`src/rtl/scan_decoder.sv`:
```
// Registered N-to-2^N one-hot decoder with a scan sequencer for row/digit strobing.
// Latency: one cycle from en/mode/w to f/idx/valid. No backpressure; the scan pauses while en=0.
module scan_decoder #(
    parameter int N          = 4,
    parameter int DWELL      = 4,
    parameter int ACTIVE_LOW = 1
) (
    input  logic             clk,
    input  logic             rst,
    input  logic             en,
    input  logic             mode,
    input  logic [N-1:0]     w,
    input  logic [N-1:0]     last,
    output logic [2**N-1:0]  f,
    output logic [N-1:0]     idx,
    output logic             valid,
    output logic             wrap
);

    localparam int              M         = 2 ** N;
    localparam int              DW        = (DWELL > 1) ? $clog2(DWELL) : 1;
    localparam logic [DW-1:0]   DWELL_MAX = DW'(DWELL - 1);
    localparam logic [M-1:0]    F_OFF     = {M{ACTIVE_LOW != 0}};

    typedef enum logic [1:0] {
        ST_OFF,
        ST_DIRECT,
        ST_SCAN
    } state_t;

    state_t         state;
    logic [DW-1:0]  dwell;
    logic           rearm;
    logic [N-1:0]   idx_inc;
    logic           at_end;
    logic           past_last;

    assign idx_inc   = idx + 1'b1;
    assign at_end    = (dwell == DWELL_MAX);
    // idx above last only happens when last is lowered mid-scan; wrap at the next advance.
    assign past_last = (idx >= last);

    function automatic logic [M-1:0] decode(input logic [N-1:0] a);
        logic [M-1:0] oh;
        oh    = '0;
        oh[a] = 1'b1;
        return oh ^ F_OFF;
    endfunction

    // rearm remembers that mode was seen low since the last scan cycle, even while
    // disabled, so the next scan entry restarts at index 0 instead of resuming.
    always_ff @(posedge clk or posedge rst) begin
        if (rst) begin
            state <= ST_OFF;
            f     <= F_OFF;
            idx   <= '0;
            valid <= 1'b0;
            wrap  <= 1'b0;
            dwell <= '0;
            rearm <= 1'b1;
        end else if (!en) begin
            state <= ST_OFF;
            f     <= F_OFF;
            valid <= 1'b0;
            wrap  <= 1'b0;
            if (!mode) begin
                rearm <= 1'b1;
            end
        end else if (!mode) begin
            state <= ST_DIRECT;
            idx   <= w;
            f     <= decode(w);
            valid <= 1'b1;
            wrap  <= 1'b0;
            dwell <= '0;
            rearm <= 1'b1;
        end else begin
            state <= ST_SCAN;
            valid <= 1'b1;
            rearm <= 1'b0;
            if (rearm || state == ST_DIRECT) begin
                idx   <= '0;
                dwell <= '0;
                f     <= decode('0);
                wrap  <= 1'b0;
            end else if (at_end) begin
                dwell <= '0;
                if (past_last) begin
                    idx  <= '0;
                    f    <= decode('0);
                    wrap <= 1'b1;
                end else begin
                    idx  <= idx_inc;
                    f    <= decode(idx_inc);
                    wrap <= 1'b0;
                end
            end else begin
                dwell <= dwell + 1'b1;
                f     <= decode(idx);
                wrap  <= 1'b0;
            end
        end
    end

endmodule

```
`config.mk`:
```
export PLATFORM = sky130hd
export DESIGN_NAME = scan_decoder
export DESIGN_NICKNAME = d
export VERILOG_FILES = /design/src/rtl/scan_decoder.sv
export SDC_FILE = /design/constraint.sdc
export NUM_CORES = 1
export LEC_CHECK = 0
export BUFFER_PORTS_ARGS = -buffer_cell sky130_fd_sc_hd__buf_2
export CORE_ASPECT_RATIO = 2
export CORE_MARGIN = 8
export CORE_UTILIZATION = 57
export CTS_BUF_LIST = sky130_fd_sc_hd__clkbuf_2
export CTS_CLUSTER_DIAMETER = 40
export CTS_CLUSTER_SIZE = 14
export DETAILED_ROUTE_END_ITERATION = 8
export GPL_ROUTABILITY_DRIVEN = 0
export PLACE_DENSITY_LB_ADDON = 0.2
export SKIP_CTS_REPAIR_TIMING = 1
export SYNTH_ARGS = -nofsm -noshare
export SYNTH_HDL_FRONTEND = slang
export SYNTH_SLANG_ARGS = --single-unit
```
`constraint.sdc`:
```
create_clock -name clk -period 2.5 [get_ports clk]
set_clock_uncertainty 0.1 [all_clocks]
set_input_delay 0.5 -clock clk [delete_from_list [all_inputs] [get_ports clk]]
set_output_delay 0.5 -clock clk [all_outputs]
set_load 0.01 [all_outputs]
```
==> flow_summary_export.csv <==
group,metric,value,unit
status,status,"finished, final reports clean",
setup_path,startpoint_type,"flop",
logic_synthesis,ys_ff_latch,27,
layout,multi_input_area,940.9,um^2
floorplan,rows,28,
layout,fin_cells,242,
setup_path,r2r-start,"idx[0]$_DFFE_PP0P_",
power,leakagePower,0.0008104,uW
drt,postRouteWirelength,4807,um
logic_synthesis,syn_area,1752,um^2
floorplan,core_area,2943,um^2
floorplan,die_h,94.40,um
floorplan,die-width,55.20,um
setup_path,worstPathRequired,2.70,ns
clock_network,cts.clk_slew.worst_paths,0.24,ns
min_path,hold_class,"in2async",
logic_synthesis,synth_top_family_by_area,"compound AO/OA/AOI/OAI gates",
drt,first_pass_iters,4,
grt,grt_pass1_vias,1731,
grt,antenna_found_initial,0,
setup_path,path_max_fanout,17,
logic_synthesis,synth_compound_area_share,22.93,%
setup_path,critPathBufInv,1,
timing,finalSetupTns,0,ns
logic_synthesis,yosys.area_share.simple,21.86,%
layout,final_cell_mix,"buf_2, dfstp_2, o22ai_1, a31oi_1, inv_1",
setup_path,crit_family,"compound AO/OA/AOI/OAI gates",
grt,grtUsageTotal,17.74,%
drt,viasPerCell,6.756,
power,switching_share,35.01,%
setup_path,cp_cell_sequence,"inv_1 -> ha_1 -> nand2b_4 -> a2111oi_4 -> or2_2 -> a221o_1",
layout,drive_gt1_share,33.96,%
setup_path,worstSetupPathDepth,6,
clock_network,cts_tree,"built",
power,seq_power_share,51.2,%
setup_path,end_kind,"flop",
logic_synthesis,syn_nets,203,
layout,antenna_cells,0,
logic_synthesis,avgSynthCellArea,9.732,um^2
floorplan,design.die.area,5211,um^2
timing,finalHoldViolCount,0,
logic_synthesis,yosys_warnings,0,
logic_synthesis,synthXorXnorAreaFrac,0.5000,%
timing,maxSlewViolCount,0,
logic_synthesis,synth_edf_count,0,
clock_network,cts.sink_count,27,
logic_synthesis,yosys.area_share.adder,7.857,%
power,max-vdd-ir-drop,0.3380,mV
power,combinationalPowerShare,31.4,%
logic_synthesis,synthCells,180,
clock_network,htreeDepth,1,
layout,fillers,243,
setup_path,rrSetupSlack,0.20,ns
logic_synthesis,ys.flop_type,"dfstp_2",
setup_path,cp_slowest_stage_delay,0.53,ns
job,drv_cap,0,
drt,drtAntennaViolNets,0,
setup_path,cpMaxStageDelayCell,"dfrtp_1",
logic_synthesis,synthMuxAreaShare,0.5714,%
setup_path,cp-startpoint,"idx[0]$_DFFE_PP0P_",
logic_synthesis,yosysUniqueCellTypes,50,
floorplan,ios,34,
drt,drtIter0Drc,74,
power,pwr-share-clk,17.5,%
clock_network,clock-root-buffer,"clkbuf_2",
logic_synthesis,ys_async_sr_fraction,100.0,%
setup_path,rr_endpoint,"idx[2]$_DFFE_PP0P_",
layout,layout.nets,236,
drt,route.detailed.drc,0,
setup_path,critical_path_class,"reg2reg",
grt,grt-ovfl-total,0,
setup_path,rr_worst_depth,6,
timing,relSlewSlack,49.36,%
placed_design,hpwlAfterDp,3775,um
placed_design,portBuffers,33,
timing,worst_pin_slew,0.7532,ns
timing,setup_viol,0,
layout,ff_latch_area,696.9,um^2
placed_design,dpl.cell_count,238,
clock_network,clk_path_buf_depth,2,
clock_network,cts_made_buffers,3,
timing,fin_crit_sh,92.13,%
grt,grt_first_pass_wirelength,7672,um
drt,vias,1635,
setup_path,cp.arrival,2.51,ns
layout,final_common_cell,"buf_2",
setup_path,crit_end,"idx[2]$_DFFE_PP0P_",
timing,fmax,0.4342,GHz
layout,syn_to_final_growth,10.93,%
power,intPower,610.3,uW
logic_synthesis,seq_area_frac_synth,39.79,%
power,switching_power,328.8,uW
power,p_per_area,483.3,nW/um^2
floorplan,initial_core_util,59.52,%
timing,post-route-min-period,2.303,ns
clock_network,worstSkewPairLatency,0.34,ns
grt,grt_max_degree,28,
drt,routedWlPerCell,19.86,um
timing,grt_setup_unrepaired,"no",
-- flip-flops by register name, indices dropped and copies added, names as in the netlist --
name / flops
state: 2
dwell: 2
valid: 1
rearm: 1
idx: 4
f: 16
wrap: 1
-- synthesized netlist by cell type (all sizes together) (2+ instances only) --
cell type  count  share of area, %
and2b          2               1.0
dfrtp         10                14
nor2           8               1.7
a32o           2               1.1
clkbuf         2              0.43
nand3          6               1.7
buf            8               3.5
dfstp         17                26
a22oi          3               1.3
inv           12               2.6
nand2b         8               3.4
nand2         11               2.5
nand4          4               1.4
a31oi         14               5.0
and2           5               1.9
or4            4               1.9
nand3b         2              0.86
o22ai         15               5.4
o211ai         2              0.86
a21oi          3              0.86
nor2b          3               1.1
nor4b          2               1.0
ha            11               7.9
o21ai          5               1.4
o22a           2               1.0
or2            3               1.1
-- power groups by stage --
stage / clock (uW) / combinational, uW / sequential (uW)
floorplan: 0 / 205 / 494
global placement: 0 / 278 / 485
detailed placement: 0 / 288 / 487
CTS: 172 / 290 / 480
global route: 184 / 319 / 483
finish: 164 / 294 / 480
-- through the flow --
step                total power (uW)  instance area, um^2  worst slack (ns)  util (%)  hold slack (ns)
finish                         939.1                 1943            0.1967     66.03          0.05597
global route                   985.9                 1943           0.07678     66.03          0.06900
floorplan                      698.8                 1752            0.3896         -           0.3569
detailed placement             774.9                 1923            0.2626     65.35           0.3980
global placement               762.9                 1923            0.3270     65.35           0.3652
CTS                            942.1                 1943            0.2165     66.03          0.05283
-- how the worst min path moves through the flow --
stage | endpoint | cells past startpoint
after floorplan | dwell[0]$_DFFE_PP0P_ | 1
after global placement | dwell[0]$_DFFE_PP0P_ | 1
after detailed placement | dwell[0]$_DFFE_PP0P_ | 1
after CTS | dwell[0]$_DFFE_PP0P_ | 3
after global routing | dwell[1]$_DFFE_PP0P_ | 3
final | dwell[0]$_DFFE_PP0P_ | 3
-- tightest hold or removal path: stages --
cell and delay [ns]:
buf_2 0.09, inv_1 0.04, buf_4 0.31
-- kinds of logic (layout without fill, tap and decap cells) --
group	count (synthesis)	after routing
buffers and inverters	22	54
AOI/OAI and AO/OA	55	55
DFF	27	27
xor gates and xnor gates	1	1
adders and majority gates	11	11
and+or+nand+nor	63	63
muxes	1	1
-- metal layers --
layer  track usage [%]  share of wire, %
met1             15.25                34
met2             32.80                52
met3             4.435               7.0
met4             15.29               6.6
met5                 0                 0
-- cell type report --
type	instances	area share (%)
Sequential cell	27	35.87
Tap cell	30	1.932
Clock buffer	4	1.030
Inverter	12	2.318
Multi-Input combinational cell	131	48.42
Timing Repair Buffer	38	10.43
(Power assumes the default switching activity.)
